File: config.mk
export PLATFORM = sky130hd
export DESIGN_NAME = mem_access_unit_flat
export DESIGN_NICKNAME = d
export VERILOG_FILES = /design/src/rtl/mem_access_unit_if.sv /design/src/rtl/mem_access_unit.sv /design/src/flat_wrapper.sv
export SDC_FILE = /design/constraint.sdc
export NUM_CORES = 1
export LEC_CHECK = 0
export BUFFER_PORTS_ARGS = -buffer_cell sky130_fd_sc_hd__buf_4
export CORE_MARGIN = 5
export CORE_UTILIZATION = 46
export DETAILED_ROUTE_END_ITERATION = 10
export HOLD_SLACK_MARGIN = 0.1
export PLACE_DENSITY = 0.91
export SETUP_SLACK_MARGIN = 0.5
export SLEW_MARGIN = 20
export SYNTH_ARGS = -nofsm -noshare
export SYNTH_HDL_FRONTEND = slang
export SYNTH_SLANG_ARGS = --single-unit
File: constraint.sdc
create_clock -name clk -period 2.3 [get_ports clk]
set_input_delay 0.69 -clock clk [delete_from_list [all_inputs] [get_ports clk]]
set_output_delay 0.69 -clock clk [all_outputs]
set_load 0.05 [all_outputs]
File: src/rtl/mem_access_unit_if.sv
// Unified instruction/data memory bus between mem_access_unit (master) and the memory (slave).
interface mem_access_unit_if #(
  parameter int AW = 32,
  parameter int DW = 32
);
  logic          mem_req;
  logic          mem_we;
  logic [AW-1:0] mem_addr;
  logic [DW-1:0] mem_wdata;
  logic          mem_ack;
  logic [DW-1:0] mem_rdata;

  modport master (
    output mem_req, mem_we, mem_addr, mem_wdata,
    input  mem_ack, mem_rdata
  );

  modport slave (
    input  mem_req, mem_we, mem_addr, mem_wdata,
    output mem_ack, mem_rdata
  );
endinterface

File: src/rtl/mem_access_unit.sv
// Memory-port stage: turns decoder fetch/load/store strobes into req/ack bus accesses, holds IR and DR.
// Optional completion counters (fetch_cnt/data_cnt) are enabled by defining MEM_ACCESS_COUNT_EN.
module mem_access_unit #(
  parameter int AW      = 32,
  parameter int DW      = 32,
  parameter int TIMEOUT = 16,
  parameter int TCW     = 5
) (
  input  logic                 clk,
  input  logic                 reset,
  input  logic [AW-1:0]        pc,
  input  logic [AW-1:0]        aluout,
  input  logic [DW-1:0]        wd,
  input  logic                 iord,
  input  logic                 irwrite,
  input  logic                 memwrite,
  input  logic                 rd_en,
  output logic                 stall,
  output logic [DW-1:0]        instr,
  output logic [DW-1:0]        data,
  output logic                 align_err,
  output logic                 timeout_err,
  mem_access_unit_if.master    bus,
  output logic [31:0]          fetch_cnt,
  output logic [31:0]          data_cnt
);

  typedef enum logic [1:0] {
    IDLE = 2'd0,
    WAIT = 2'd1,
    DONE = 2'd2
  } state_t;

  typedef enum logic [1:0] {
    K_FETCH = 2'd0,
    K_LOAD  = 2'd1,
    K_STORE = 2'd2
  } kind_t;

  state_t        state_r;
  state_t        state_nx_s;
  kind_t         kind_r;
  kind_t         req_kind_s;
  logic          access_s;
  logic          misalign_s;
  logic          timeout_hit_s;
  logic          stall_s;
  logic [AW-1:0] req_addr_s;
  logic [TCW-1:0] tcnt_r;
  logic [DW-1:0] instr_r;
  logic [DW-1:0] data_r;
  logic          align_err_r;
  logic          timeout_err_r;
  logic          mem_req_r;
  logic          mem_we_r;
  logic [AW-1:0] mem_addr_r;
  logic [DW-1:0] mem_wdata_r;

  assign access_s      = irwrite | memwrite | rd_en;
  assign timeout_hit_s = (tcnt_r == TCW'(TIMEOUT - 1));

  // Request decode: store beats load beats fetch; a fetch always addresses from pc
  always_comb begin
    req_kind_s = K_FETCH;
    req_addr_s = pc;
    if (memwrite) begin
      req_kind_s = K_STORE;
      req_addr_s = iord ? aluout : pc;
    end else if (rd_en) begin
      req_kind_s = K_LOAD;
      req_addr_s = iord ? aluout : pc;
    end else begin
      req_kind_s = K_FETCH;
      req_addr_s = pc;
    end
    misalign_s = (req_addr_s[1:0] != 2'b00);
  end

  // Next-state and stall decode
  always_comb begin
    state_nx_s = state_r;
    stall_s    = 1'b0;
    case (state_r)
      IDLE: begin
        if (access_s) begin
          stall_s    = 1'b1;
          state_nx_s = misalign_s ? DONE : WAIT;
        end else begin
          stall_s    = 1'b0;
          state_nx_s = IDLE;
        end
      end
      WAIT: begin
        stall_s = 1'b1;
        if (bus.mem_ack || timeout_hit_s) begin
          state_nx_s = DONE;
        end else begin
          state_nx_s = WAIT;
        end
      end
      DONE: begin
        stall_s    = 1'b0;
        state_nx_s = IDLE;
      end
      default: begin
        stall_s    = 1'b0;
        state_nx_s = IDLE;
      end
    endcase
  end

  // State register
  always_ff @(posedge clk or negedge reset) begin
    if (!reset) begin
      state_r <= IDLE;
    end else begin
      state_r <= state_nx_s;
    end
  end

  // Bus request, timeout counter, instruction/data registers and sticky error flags
  always_ff @(posedge clk or negedge reset) begin
    if (!reset) begin
      kind_r        <= K_FETCH;
      tcnt_r        <= {TCW{1'b0}};
      instr_r       <= {DW{1'b0}};
      data_r        <= {DW{1'b0}};
      align_err_r   <= 1'b0;
      timeout_err_r <= 1'b0;
      mem_req_r     <= 1'b0;
      mem_we_r      <= 1'b0;
      mem_addr_r    <= {AW{1'b0}};
      mem_wdata_r   <= {DW{1'b0}};
    end else begin
      case (state_r)
        IDLE: begin
          if (access_s && !misalign_s) begin
            kind_r      <= req_kind_s;
            tcnt_r      <= {TCW{1'b0}};
            mem_req_r   <= 1'b1;
            mem_we_r    <= (req_kind_s == K_STORE);
            mem_addr_r  <= req_addr_s;
            mem_wdata_r <= wd;
          end else if (access_s) begin
            // Misaligned: no bus cycle; fetch/load targets become 0, a store is dropped
            align_err_r <= 1'b1;
            if (req_kind_s == K_FETCH) begin
              instr_r <= {DW{1'b0}};
            end else if (req_kind_s == K_LOAD) begin
              data_r <= {DW{1'b0}};
            end
          end
        end
        WAIT: begin
          if (bus.mem_ack) begin
            mem_req_r <= 1'b0;
            case (kind_r)
              K_FETCH: instr_r <= bus.mem_rdata;
              K_LOAD:  data_r  <= bus.mem_rdata;
              default: ;
            endcase
          end else if (timeout_hit_s) begin
            mem_req_r     <= 1'b0;
            timeout_err_r <= 1'b1;
            case (kind_r)
              K_FETCH: instr_r <= {DW{1'b0}};
              K_LOAD:  data_r  <= {DW{1'b0}};
              default: ;
            endcase
          end else begin
            tcnt_r <= tcnt_r + TCW'(1);
          end
        end
        DONE: begin
          mem_req_r <= 1'b0;
        end
        default: begin
          mem_req_r <= 1'b0;
        end
      endcase
    end
  end

  assign stall         = stall_s;
  assign instr         = instr_r;
  assign data          = data_r;
  assign align_err     = align_err_r;
  assign timeout_err   = timeout_err_r;
  assign bus.mem_req   = mem_req_r;
  assign bus.mem_we    = mem_we_r;
  assign bus.mem_addr  = mem_addr_r;
  assign bus.mem_wdata = mem_wdata_r;

`ifdef MEM_ACCESS_COUNT_EN
  logic        done_s;
  kind_t       done_kind_s;
  logic [31:0] fetch_cnt_r;
  logic [31:0] data_cnt_r;

  // Completion detect: ack or timeout in WAIT, or a misaligned request in IDLE
  always_comb begin
    done_s      = 1'b0;
    done_kind_s = kind_r;
    case (state_r)
      IDLE: begin
        if (access_s && misalign_s) begin
          done_s      = 1'b1;
          done_kind_s = req_kind_s;
        end else begin
          done_s      = 1'b0;
          done_kind_s = kind_r;
        end
      end
      WAIT: begin
        if (bus.mem_ack || timeout_hit_s) begin
          done_s = 1'b1;
        end else begin
          done_s = 1'b0;
        end
      end
      default: begin
        done_s = 1'b0;
      end
    endcase
  end

  // Wrapping completion counters
  always_ff @(posedge clk or negedge reset) begin
    if (!reset) begin
      fetch_cnt_r <= 32'd0;
      data_cnt_r  <= 32'd0;
    end else if (done_s) begin
      if (done_kind_s == K_FETCH) begin
        fetch_cnt_r <= fetch_cnt_r + 32'd1;
      end else begin
        data_cnt_r <= data_cnt_r + 32'd1;
      end
    end
  end

  assign fetch_cnt = fetch_cnt_r;
  assign data_cnt  = data_cnt_r;
`else
  assign fetch_cnt = 32'd0;
  assign data_cnt  = 32'd0;
`endif

endmodule

File: src/flat_wrapper.sv
// flat-port wrapper written by rule: the top's interface ports become plain ports
module mem_access_unit_flat 
#(
  parameter int AW      = 32,
  parameter int DW      = 32,
  parameter int TIMEOUT = 16,
  parameter int TCW     = 5
)
  (clk, reset, pc, aluout, wd, iord, irwrite, memwrite, rd_en, stall, instr, data, align_err, timeout_err, fetch_cnt, data_cnt, bus_mem_req, bus_mem_we, bus_mem_addr, bus_mem_wdata, bus_mem_ack, bus_mem_rdata);
  mem_access_unit_if #(.AW(AW), .DW(DW)) bus_i ();
  input  logic clk;
  input  logic reset;
  input  logic [AW-1:0] pc;
  input  logic [AW-1:0] aluout;
  input  logic [DW-1:0] wd;
  input  logic iord;
  input  logic irwrite;
  input  logic memwrite;
  input  logic rd_en;
  output logic stall;
  output logic [DW-1:0] instr;
  output logic [DW-1:0] data;
  output logic align_err;
  output logic timeout_err;
  output logic [31:0] fetch_cnt;
  output logic [31:0] data_cnt;
  output wire logic [$bits(bus_i.mem_req)-1:0] bus_mem_req;
  output wire logic [$bits(bus_i.mem_we)-1:0] bus_mem_we;
  output wire logic [$bits(bus_i.mem_addr)-1:0] bus_mem_addr;
  output wire logic [$bits(bus_i.mem_wdata)-1:0] bus_mem_wdata;
  input wire logic [$bits(bus_i.mem_ack)-1:0] bus_mem_ack;
  input wire logic [$bits(bus_i.mem_rdata)-1:0] bus_mem_rdata;
  assign bus_mem_req = bus_i.mem_req;
  assign bus_mem_we = bus_i.mem_we;
  assign bus_mem_addr = bus_i.mem_addr;
  assign bus_mem_wdata = bus_i.mem_wdata;
  assign bus_i.mem_ack = bus_mem_ack;
  assign bus_i.mem_rdata = bus_mem_rdata;
  mem_access_unit #(.AW(AW), .DW(DW), .TIMEOUT(TIMEOUT), .TCW(TCW)) u_core (.clk(clk), .reset(reset), .pc(pc), .aluout(aluout), .wd(wd), .iord(iord), .irwrite(irwrite), .memwrite(memwrite), .rd_en(rd_en), .stall(stall), .instr(instr), .data(data), .align_err(align_err), .timeout_err(timeout_err), .bus(bus_i), .fetch_cnt(fetch_cnt), .data_cnt(data_cnt));
endmodule
==> key figures, run 1 <==
Detailed routing
  • Met3 routed WL: 1480 um
  • 1st-pass router iterations: 4
  • DR WL/cell: 19.4 um
  • Via Count: between 4k and 5k
  • DRC viols: 0
  • Detailed Route WL: 18,700 um
  • Post-route ant nets: 0
  • Metal-1 WL: roughly 6700 um
  • DR WL met2: 9920 um
  • Iter 0 DRT Violations: just over 200
  • Top sig layer: met4
  • Via/cell ratio: about 5.0

Synth
  • Post-synthesis mux area share: about 29%
  • Largest area contributor in the netlist: dfrtp_1
  • Asr flop ratio synth: 100%
  • Yosys warning count: 0
  • Synth Area in Compound Gates: under 10%
  • Number of flops mapped to enable cells by yosys: 0
  • Yosys cell types: 33
  • Largest family of logic cells by synthesized area: multiplexers
  • Xor and xnor area share after synthesis: less than 1%
  • Synth top area share: roughly 54%
  • Synthesized flop and latch total: roughly 140
  • Mapped Avg Cell Area: between 10 and 15 um2
  • Post-Synth Adder-Cell Area: less than 1%
  • Mapped Cells: about 480
  • Most used DFF post-synth: dfrtp_1
  • Part of the Yosys area used for sequential elements: 53.7%
  • Top post-synthesis cells by area: dfrtp_1 (54%), mux2_2 (24%), buf_4 (7.8%), mux2_4 (3.9%), and3_1 (3.1%)
  • Synthesized area: around 0.0066 mm2
  • Post-Synth Simple-Gate Area: ~5.8%

Pwr
  • Max VDD drop: 1.08 mV
  • Comb power frac: around half
  • Clock Power Share: between 20% and 30%
  • Pwr per Cell Area: between 1000 and 1500 mW/mm2
  • Switch share: 42.8%
  • Part of the power in registers: 28.8%
  • P_sw: 5540 uW
  • Pwr Total: roughly 13,000 uW
  • Pint: around 7400 uW
  • Leakage: a little over 0.005 uW

Layout
  • Commonest cells after routing, fill and taps aside: buf_4 (281), dfrtp_1 (139), mux2_2 (132)
  • Layout fillers: slightly above 900
  • Ant diodes: 0
  • Multi-input gate area: 0.00282 mm2
  • Nets@finish: around 900
  • Final core utilization: between 70% and 80%
  • Most common cell after layout, fill and taps aside: buf_4
  • Final instance area: a little under 0.01 mm2
  • Register area: about 0.0035 mm2
  • Syn-to-layout area delta: 48.8%
  • Layout cells sized above 1: 66.2%

Placement
  • Dpl hpwl: 12,400 um
  • Port bufs: 267
  • Routability cong.: approximately 0.78
  • Placed cell areas: ~0.0086 mm2

Timing
  • TNS Setup: 0 ps
  • Crit share post-route: about nine tenths
  • Worst hold slack: 218 ps
  • Slew HR: 66.0%
  • Final min period: between 2000 and 2500 ps
  • RSZ-0062 raised after global routing: true
  • Final Slew Violations: 0
  • Worst slew pin tran: slightly above 500 ps
  • Final Hold Fails: 0
  • Final setup fails: 0
  • Setup Skew: 10.7 ps
  • Fmax: approximately 0.5 GHz

Setup path
  • Crit path kind: register to register
  • Req. time, crit path: about 2600 ps
  • Bufs and invs on worst path: 2
  • CP max-delay cell: dfrtp_1
  • CP Capture Type: register
  • Critical path arrival: about 2300 ps
  • Critical path fanouts, max: 8
  • Critical-path cell list: ha_2 -> and3_4 -> ha_4 -> o21bai_4 -> o31ai_4 -> nand3_2 -> buf_8 -> clkbuf_16 -> mux2_2
  • Worst Setup Start Kind: register
  • CP peak stage delay: slightly below 400 ps
  • Largest delay share family, worst path: flip-flops

Global routing
  • Initial antenna violation count: 0
  • Global-route wire length before repair: 26,300 um
  • Vias in the first global route: around 5k
  • Pin count of the biggest net entering global routing: 53
  • Total GRT Usage: about 20%
  • Congestion Overflow GR: 0

Die
  • Core area: 0.0139 mm2
  • FP Rows: 43
  • Starting Density: a little under half
  • Full die area: ~0.017 mm2
  • DIE HEIGHT: 130 um
  • Die W: 130 um
  • I/O pin cnt: around 330

CTS
  • Clock-pin transition on the worst setup and hold timing paths: 60 ps
  • CTS hold repair buffers: 0
  • TritonCTS clock tree: built
  • Clock Latency Late Sink: around 410 ps
  • Clock Path Buffers: 2
  • CTS sink cnt: around 140
  • Root Buffer: clkbuf_16
  • Inserted Clock Buffers: 17
  • CTS H-tree depth: 4

Run status
  • Status: complete, no violations

Min path
  • Worst Hold Class: primary input to async pin

Flow run
  • Max-cap viol count: 0
[sequential cells by signal, indices dropped and copies added (netlist names)]
signal	count
u_core.align_err	1
u_core.bus.mem_we	1
u_core.bus.mem_wdata	32
u_core.tcnt_r	5
u_core.kind_r	2
u_core.state_r	2
u_core.data	32
u_core.bus.mem_req	1
u_core.timeout_err	1
u_core.instr	32
u_core.bus.mem_addr	32
[synthesized netlist by cell type (2+ instances only)]
cell type and count:
and3_1 33, mux2_4 17, buf_6 8, o31ai_1 2
xor2_1 2, buf_4 68, nand3_2 2, nand2_1 10
nand2b_1 3, nor2b_1 4, nor2_1 5, and2_1 2
ha_1 2, clkbuf_1 9, dfrtp_1 141, o21ai_0 3
inv_1 3, mux2_2 142, mux2i_1 2, nor3_1 4
[power by group through the flow]
stage | combinational [uW] | sequential (uW) | clock, uW
floorplan | 1610 | 6240 | 0
global placement | 5800 | 3710 | 0
detailed placement | 5890 | 3740 | 0
CTS | 6090 | 3720 | 2920
global route | 6560 | 3820 | 3070
finish | 6330 | 3730 | 2890
[path summary, 6_finish.rpt]
check	end	cells after the start	from	slack [ps]
max	u_core.instr[18]$_DFFE_PN0P_	9	u_core.tcnt_r[0]$_DFFE_PN0P_	250
min	u_core.instr[28]$_DFFE_PN0P_	1	reset	220
max reg2reg	u_core.instr[18]$_DFFE_PN0P_	9	u_core.tcnt_r[0]$_DFFE_PN0P_	250
min reg2reg	u_core.timeout_err$_DFFE_PN0P_	1	u_core.timeout_err$_DFFE_PN0P_	490
max in group asynchronous	u_core.bus.mem_addr[24]$_DFFE_PN0P_	2	reset	1450
min in group clk	u_core.timeout_err$_DFFE_PN0P_	1	u_core.timeout_err$_DFFE_PN0P_	490
[layout make-up]
cell class | instances | share of cell area [%]
clock buffer | 19 | 4.63
timing repair buffer | 305 | 26.4
inverter | 3 | 0.115
multi-input combinational | 306 | 28.8
clock inverter | 11 | 1.71
tap | 180 | 2.30
sequential | 141 | 36.1
[cells by family after synthesis]
group	Yosys count
adders and majority gates	2
and+or+nand+nor	66
AOI/OAI and AO/OA	11
xor gates and xnor gates	2
muxes	161
buffers and inverters	91
DFF	141
other	1
[layer usage]
| metal | vias to the layer above | GRT usage [%] |
|---|---|---|
| li1 | 2136 | - |
| met1 | 2381 | 22.8 |
| met2 | 222 | 35.6 |
| met3 | 42 | 5.77 |
| met4 | 0 | 10.3 |
| met5 | - | 0 |
[timing repair]
action | 4_1_cts | 5_1_grt
cloned | 4 | 4
buffers inserted | 6 | 12
endpoints found under the setup margin | 106 | 135
pin swaps | 6 | 10
resized for setup | 15 | 32
[stage by stage]
stage                     setup slack (ps)  cells
final                                  252    965
after global routing                   167    965
after CTS                              252    949
after detailed placement              73.7    909
after global placement                 122    909
after floorplan                        289    538
No activity file was read; power rests on OpenSTA's default activity.
==> run 2: changes to the inputs <==
--- a/config.mk
+++ b/config.mk
@@ -6,11 +6,13 @@
 export NUM_CORES = 1
 export LEC_CHECK = 0
 export BUFFER_PORTS_ARGS = -buffer_cell sky130_fd_sc_hd__buf_4
+export CELL_PAD_IN_SITES_DETAIL_PLACEMENT = 0
+export CELL_PAD_IN_SITES_GLOBAL_PLACEMENT = 1
 export CORE_MARGIN = 5
-export CORE_UTILIZATION = 46
+export CORE_UTILIZATION = 35
 export DETAILED_ROUTE_END_ITERATION = 10
 export HOLD_SLACK_MARGIN = 0.1
-export PLACE_DENSITY = 0.91
+export PLACE_DENSITY = 0.9
 export SETUP_SLACK_MARGIN = 0.5
 export SLEW_MARGIN = 20
 export SYNTH_ARGS = -nofsm -noshare
==> run 2 against run 1 <==
Compared with the run above:
- critical path depth shrank 5
- highest routed layer unchanged
- global-route usage is 3.9 points lower
- combinational power barely moved
- setup slack improved by 11 ps
- clock power grew 2%
- via count is 2.7% lower
==> key figures, run 2 (synthesis gave the netlist of run 1 again) <==
Detailed routing
  • Metal-1 WL: 8070 um (+21%)
  • DRC viols: 0 (unchanged)
  • Detailed Route WL: 19,300 um (+3.1%)
  • Iter 0 DRT Violations: 171 (-16%)
  • 1st-pass router iterations: 4 (unchanged)
  • Post-route ant nets: 0 (unchanged)
  • DR WL met2: 9860 um (-0.60%)
  • DR WL/cell: 18.7 um (-3.4%)
  • Via/cell ratio: 4.52 (-8.8%)
  • Top sig layer: met4
  • Via Count: 4,652 (-2.7%)
  • Met3 routed WL: 1020 um (-31%)

Setup path
  • Crit path kind: primary input to primary output
  • Largest delay share family, worst path: simple AND/OR/NAND/NOR gates
  • Critical path arrival: 1350 ps (-990 ps)
  • CP peak stage delay: 280 ps (-110 ps)
  • Critical-path cell list: buf_8 -> nor3_4 -> a21oi_4 -> buf_8
  • CP Capture Type: primary output
  • R2R Path End: u_core.data[1]$_DFFE_PN0P_
  • Bufs and invs on worst path: 2 (unchanged)
  • Critical path fanouts, max: 3 (-5)
  • CP most frequent cell: buf_8
  • Req. time, crit path: 1610 ps (-980 ps)
  • Reg2Reg Setup Slack: 280 ps (+30 ps)
  • Reg2reg start: u_core.tcnt_r[0]$_DFFE_PN0P_
  • Worst R2R Path Depth: 8 (-1)
  • Worst Setup Start Kind: primary input
  • CP max-delay cell: nor3_4

CTS
  • Clock Latency Late Sink: 410 ps (about the same)
  • CTS hold repair buffers: 0 (unchanged)
  • CTS sink cnt: 141 (unchanged)
  • Inserted Clock Buffers: 17 (unchanged)
  • TritonCTS clock tree: built
  • CTS H-tree depth: 4 (unchanged)
  • Clock-pin transition on the worst setup and hold timing paths: 60 ps (about the same)
  • Root Buffer: clkbuf_16
  • Clock Path Buffers: 2 (unchanged)

Layout
  • Nets@finish: 920 (+0.99%)
  • Syn-to-layout area delta: 52.5%
  • Ant diodes: 0 (unchanged)
  • Commonest cells after routing, fill and taps aside: buf_4 (276), mux2_2 (142), dfrtp_1 (139)
  • Final instance area: 0.0100 mm2 (+2.5%)
  • Layout cells sized above 1: 65.8% (-0.41 points)
  • Final core utilization: 54.0% (-16 points)
  • Most common cell after layout, fill and taps aside: buf_4

Die
  • DIE HEIGHT: 147 um (+14%)
  • Die W: 147 um (+14%)
  • I/O pin cnt: 332 (unchanged)
  • Core area: 0.0186 mm2 (+33%)
  • Full die area: 0.0216 mm2 (+29%)
  • FP Rows: 50 (+16%)
  • Starting Density: 35.4% (-12 points)

Timing
  • RSZ-0062 raised after global routing: true
  • Final Slew Violations: 0 (unchanged)
  • Final Hold Fails: 0 (unchanged)
  • Post-route setup slack: 263 ps (+11.0 ps)
  • Final setup fails: 0 (unchanged)
  • Final min period: 2040 ps (-11.0 ps)
  • Fmax: 0.491 GHz (+0.54%)
  • Crit share post-route: 88.5% (-0.48 points)
  • TNS Setup: 0 ps (unchanged)
  • Setup Skew: 6.70 ps (-3.97 ps)

Placement
  • Placed cell areas: 0.00870 mm2 (+0.93%)
  • Dpl hpwl: 12,900 um (+4.1%)
  • Port bufs: 267 (unchanged)
  • Routability cong.: 0.785 (+1.0%)
  • Pre-CTS setup slack: 95.6 ps (+21.9 ps)

Pwr
  • Leakage: 0.00518 uW (+1.0%)
  • Max VDD drop: 0.832 mV (-23%)
  • Pwr per Cell Area: 1300 mW/mm2 (-2.1%)

Global routing
  • Pin count of the biggest net entering global routing: 43 (-19%)
  • Vias in the first global route: 4,935 (-0.60%)
  • Congestion Overflow GR: 0 (unchanged)
  • Total GRT Usage: 16.5% (-3.9 points)
  • Initial antenna violation count: 0 (unchanged)
  • Global-route wire length before repair: 28,200 um (+7.3%)

Min path
  • Worst Hold Class: primary input to async pin

Flow run
  • Max-cap viol count: 0 (unchanged)

Run status
  • Status: complete, no violations
## run 2: changes by cell type in the layout (fill, tap and decap cells not counted), sizes merged
cell / previous run / this run
clkinvlp: 2 / 4
inv: 3 / 2
clkinv: 5 / 3
buf: 301 / 306
clkbuf: 23 / 30
## run 2: worst max path at each step
stage                                 startpoint  slack, ps  cells after the start                                   end
floorplan                                  rd_en        290                      7  u_core.bus.mem_wdata[13]$_DFFE_PN0P_
global placement                           rd_en        110                      6            u_core.data[0]$_DFFE_PN0P_
detailed placement                      memwrite        100                      6   u_core.bus.mem_wdata[3]$_DFFE_PN0P_
CTS                 u_core.tcnt_r[0]$_DFFE_PN0P_        190                      9          u_core.instr[22]$_DFFE_PN0P_
global route        u_core.tcnt_r[0]$_DFFE_PN0P_        200                      9          u_core.instr[21]$_DFFE_PN0P_
finish                                     rd_en        260                      4                                 stall
## run 2: report_power, final
part	internal (uW)	switching [uW]	total, uW	leakage, uW
Combinational	2320	4020	6340	0.00306
Clock	1900	1050	2960	0.000302
Sequential	3250	447	3700	0.00182
Total	7470	5520	13000	0.00518
## run 2: per-stage QoR
step | instances | hold WS [ps] | power [uW]
after detailed placement | 963 | 459 | 9650
after global placement | 963 | 452 | 9560
after floorplan | 538 | 394 | 7840
final | 1030 | 177 | 13000
after CTS | 1011 | 174 | 12900
after global routing | 1030 | 195 | 13500
## run 2: cell type report
type | instances | area [um2]
Fill cell | 1582 | 8560
Sequential cell | 141 | 3530
Timing Repair Buffer | 314 | 2800
Multi-Input combinational cell | 306 | 2750
Clock buffer | 22 | 474
Tap cell | 234 | 293
Clock inverter | 10 | 161
Inverter | 3 | 15.0
## run 2: repair_timing
action                     in CTS  in global routing
hold endpoints to repair        0                  0
pin swaps                       6                  9
gates resized for setup        18                 21
setup endpoints to repair     117                119
cloned                          5                 10
buffers inserted               11                  9
## run 2: per-layer routing
metal	vias to the layer above	GRT usage, %
li1	2152	-
met1	2314	20.7
met2	163	28.2
met3	23	4.19
met4	0	5.08
met5	-	0
==> run 3: changes to the inputs <==
--- a/config.mk
+++ b/config.mk
@@ -8,7 +8,6 @@
 export BUFFER_PORTS_ARGS = -buffer_cell sky130_fd_sc_hd__buf_4
 export CELL_PAD_IN_SITES_DETAIL_PLACEMENT = 0
 export CELL_PAD_IN_SITES_GLOBAL_PLACEMENT = 1
-export CORE_MARGIN = 5
 export CORE_UTILIZATION = 35
 export DETAILED_ROUTE_END_ITERATION = 10
 export HOLD_SLACK_MARGIN = 0.1
==> run 3 against run 2 <==
Compared with the run above:
- the run now ends with DRC left
- critical endpoint is now u_core.data[5]$_DFFE_PN0P_
- via count is 2.3% lower
- worst hold slack improved by 5.8 ps
- critical path depth up 4
- cell count decreased by 2.3%
==> key figures, run 3 (synthesis gave the netlist of run 1 again) <==
Setup path
  • Worst Setup Start Kind: register
  • Critical-path cell list: ha_2 -> and3_4 -> ha_4 -> o21bai_4 -> o2bb2ai_4 -> nand3_4 -> clkbuf_16 -> mux2_2
  • Crit path from: u_core.tcnt_r[1]$_DFFE_PN0P_
  • Worst R2R Path Depth: 8 (unchanged)
  • CP max-delay cell: dfrtp_1
  • CP peak stage delay: 400 ps (+120 ps)
  • R2R Path End: u_core.data[5]$_DFFE_PN0P_
  • Req. time, crit path: 2590 ps (+980 ps)
  • Reg2Reg Setup Slack: 290 ps (about the same)
  • Bufs and invs on worst path: 1 (-1)
  • Critical path arrival: 2300 ps (+950 ps)
  • Critical path fanouts, max: 8 (+5)
  • Crit path kind: register to register
  • CP Capture Type: register
  • Largest delay share family, worst path: flip-flops
  • Reg2reg start: u_core.tcnt_r[1]$_DFFE_PN0P_

Layout
  • Most common cell after layout, fill and taps aside: buf_4
  • Ant diodes: 0 (unchanged)
  • Layout cells sized above 1: 64.9% (-0.96 points)
  • Syn-to-layout area delta: 46.7%
  • Commonest cells after routing, fill and taps aside: buf_4 (277), dfrtp_1 (139), mux2_2 (118)
  • Nets@finish: 901 (-2.1%)
  • Multi-input gate area: 0.00284 mm2 (+3.0%)
  • Layout fillers: 1,578 (-0.25%)
  • Final instance area: 0.00965 mm2 (-3.8%)
  • Register area: 0.00353 mm2 (unchanged)

Detailed routing
  • Detailed Route WL: 16,800 um (-13%)
  • 1st-pass router iterations: 8 (+4)
  • Post-route ant nets: 0 (unchanged)
  • Via/cell ratio: 4.52 (about the same)
  • Iter 0 DRT Violations: 186 (+8.8%)
  • DRC viols: 21 (+21)
  • DR WL/cell: 16.7 um (-11%)
  • Via Count: 4,543 (-2.3%)

Global routing
  • Total GRT Usage: 17.3% (+0.78 points)
  • Pin count of the biggest net entering global routing: 41 (-4.7%)
  • Global-route wire length before repair: 25,900 um (-8.2%)
  • Initial antenna violation count: 0 (unchanged)
  • Vias in the first global route: 4,641 (-6.0%)
  • Congestion Overflow GR: 0 (unchanged)

CTS
  • Clock Latency Late Sink: 410 ps (about the same)
  • CTS hold repair buffers: 0 (unchanged)
  • Inserted Clock Buffers: 17 (unchanged)
  • TritonCTS clock tree: built
  • Root Buffer: clkbuf_16
  • Clock-pin transition on the worst setup and hold timing paths: 60 ps (about the same)
  • CTS sink cnt: 141 (unchanged)
  • Clock Path Buffers: 2 (unchanged)
  • CTS H-tree depth: 4 (unchanged)

Run status
  • Status: finished, violations left
  • Violated checks: DRC

Die
  • Die W: 139 um (-5.4%)
  • I/O pin cnt: 332 (unchanged)
  • Starting Density: 36.1% (+0.72 points)
  • Full die area: 0.0193 mm2 (-11%)
  • DIE HEIGHT: 139 um (-5.4%)
  • Core area: 0.0182 mm2 (-2.0%)
  • FP Rows: 49 (-2.0%)

Pwr
  • Pwr per Cell Area: 1290 mW/mm2 (-0.80%)
  • Leakage: 0.00505 uW (-2.6%)
  • Max VDD drop: 1.05 mV (+27%)
  • Pwr Total: 12,400 uW (-4.6%)

Placement
  • Pre-CTS setup slack: 69.0 ps (-26.6 ps)
  • Dpl hpwl: 11,700 um (-9.1%)
  • Placed cell areas: 0.00871 mm2 (+0.19%)
  • Routability cong.: 0.757 (-3.6%)
  • Port bufs: 267 (unchanged)

Timing
  • Final min period: 2010 ps (-25.3 ps)
  • Fmax: 0.497 GHz (+1.3%)
  • Final setup fails: 0 (unchanged)
  • Setup Skew: 8.41 ps (+1.71 ps)
  • Post-route setup slack: 289 ps (+25.3 ps)
  • Crit share post-route: 87.4% (-1.1 points)
  • TNS Setup: 0 ps (unchanged)
  • RSZ-0062 raised after global routing: true
  • Final Hold Fails: 0 (unchanged)
  • Final Slew Violations: 0 (unchanged)
  • Worst hold slack: 183 ps (+5.83 ps)

Flow run
  • Max-cap viol count: 0 (unchanged)

Min path
  • Worst Hold Class: primary input to async pin
## run 3: cell types whose count changed in the layout (fill, tap and decap cells not counted), sizes merged
cell,change
inv,+4
bufinv,-3
clkbuf,-8
clkinvlp,+1
buf,-13
## run 3: layer usage
| layer | vias up | part of all wire, % | track usage, % | routed length [um] |
|---|---|---|---|---|
| li1 | 2104 | - | - | - |
| met1 | 2250 | 42 | 21.6 | 7120 |
| met4 | 0 | 1.4 | 5.03 | 231 |
| met3 | 16 | 6.0 | 4.80 | 1010 |
| met5 | - | 0 | 0 | 0 |
| met2 | 173 | 50 | 29.2 | 8460 |
## run 3: stage by stage
stage / std cells / util (%)
floorplan: 538 / -
global placement: 961 / 47.9
detailed placement: 961 / 47.9
CTS: 997 / 51.5
global route: 1006 / 53.0
finish: 1006 / 53.0
## run 3: worst max path at each step
stage	endpoint	depth (start not counted)	slack (ps)
3_5_place_dp	u_core.bus.mem_wdata[13]$_DFFE_PN0P_	6	70
3_3_place_gp	u_core.bus.mem_wdata[22]$_DFFE_PN0P_	6	100
6_report	u_core.data[5]$_DFFE_PN0P_	8	290
4_1_cts	stall	4	260
5_1_grt	u_core.data[6]$_DFFE_PN0P_	8	210
2_1_floorplan	u_core.bus.mem_wdata[13]$_DFFE_PN0P_	7	290
## run 3: area by class of cell
cell class | instances | area share, %
well taps | 229 | 2.97
clock buffers | 20 | 4.63
flip-flops and latches | 141 | 36.6
clock inverters | 12 | 1.17
inverters | 3 | 0.117
repair buffers | 295 | 25.1
multi-input cells | 306 | 29.4
## run 3: where the power goes
group / total (uW) / internal [uW] / switching [uW]
registers: 3700 / 3250 / 445
clock network: 2620 / 1520 / 1090
logic: 6090 / 2170 / 3910
## run 3: repair_timing
item	CTS	global route
gates resized for setup	10	33
setup endpoints to repair	67	126
setup buffers	2	5
gates cloned	2	4
pin swaps	2	9
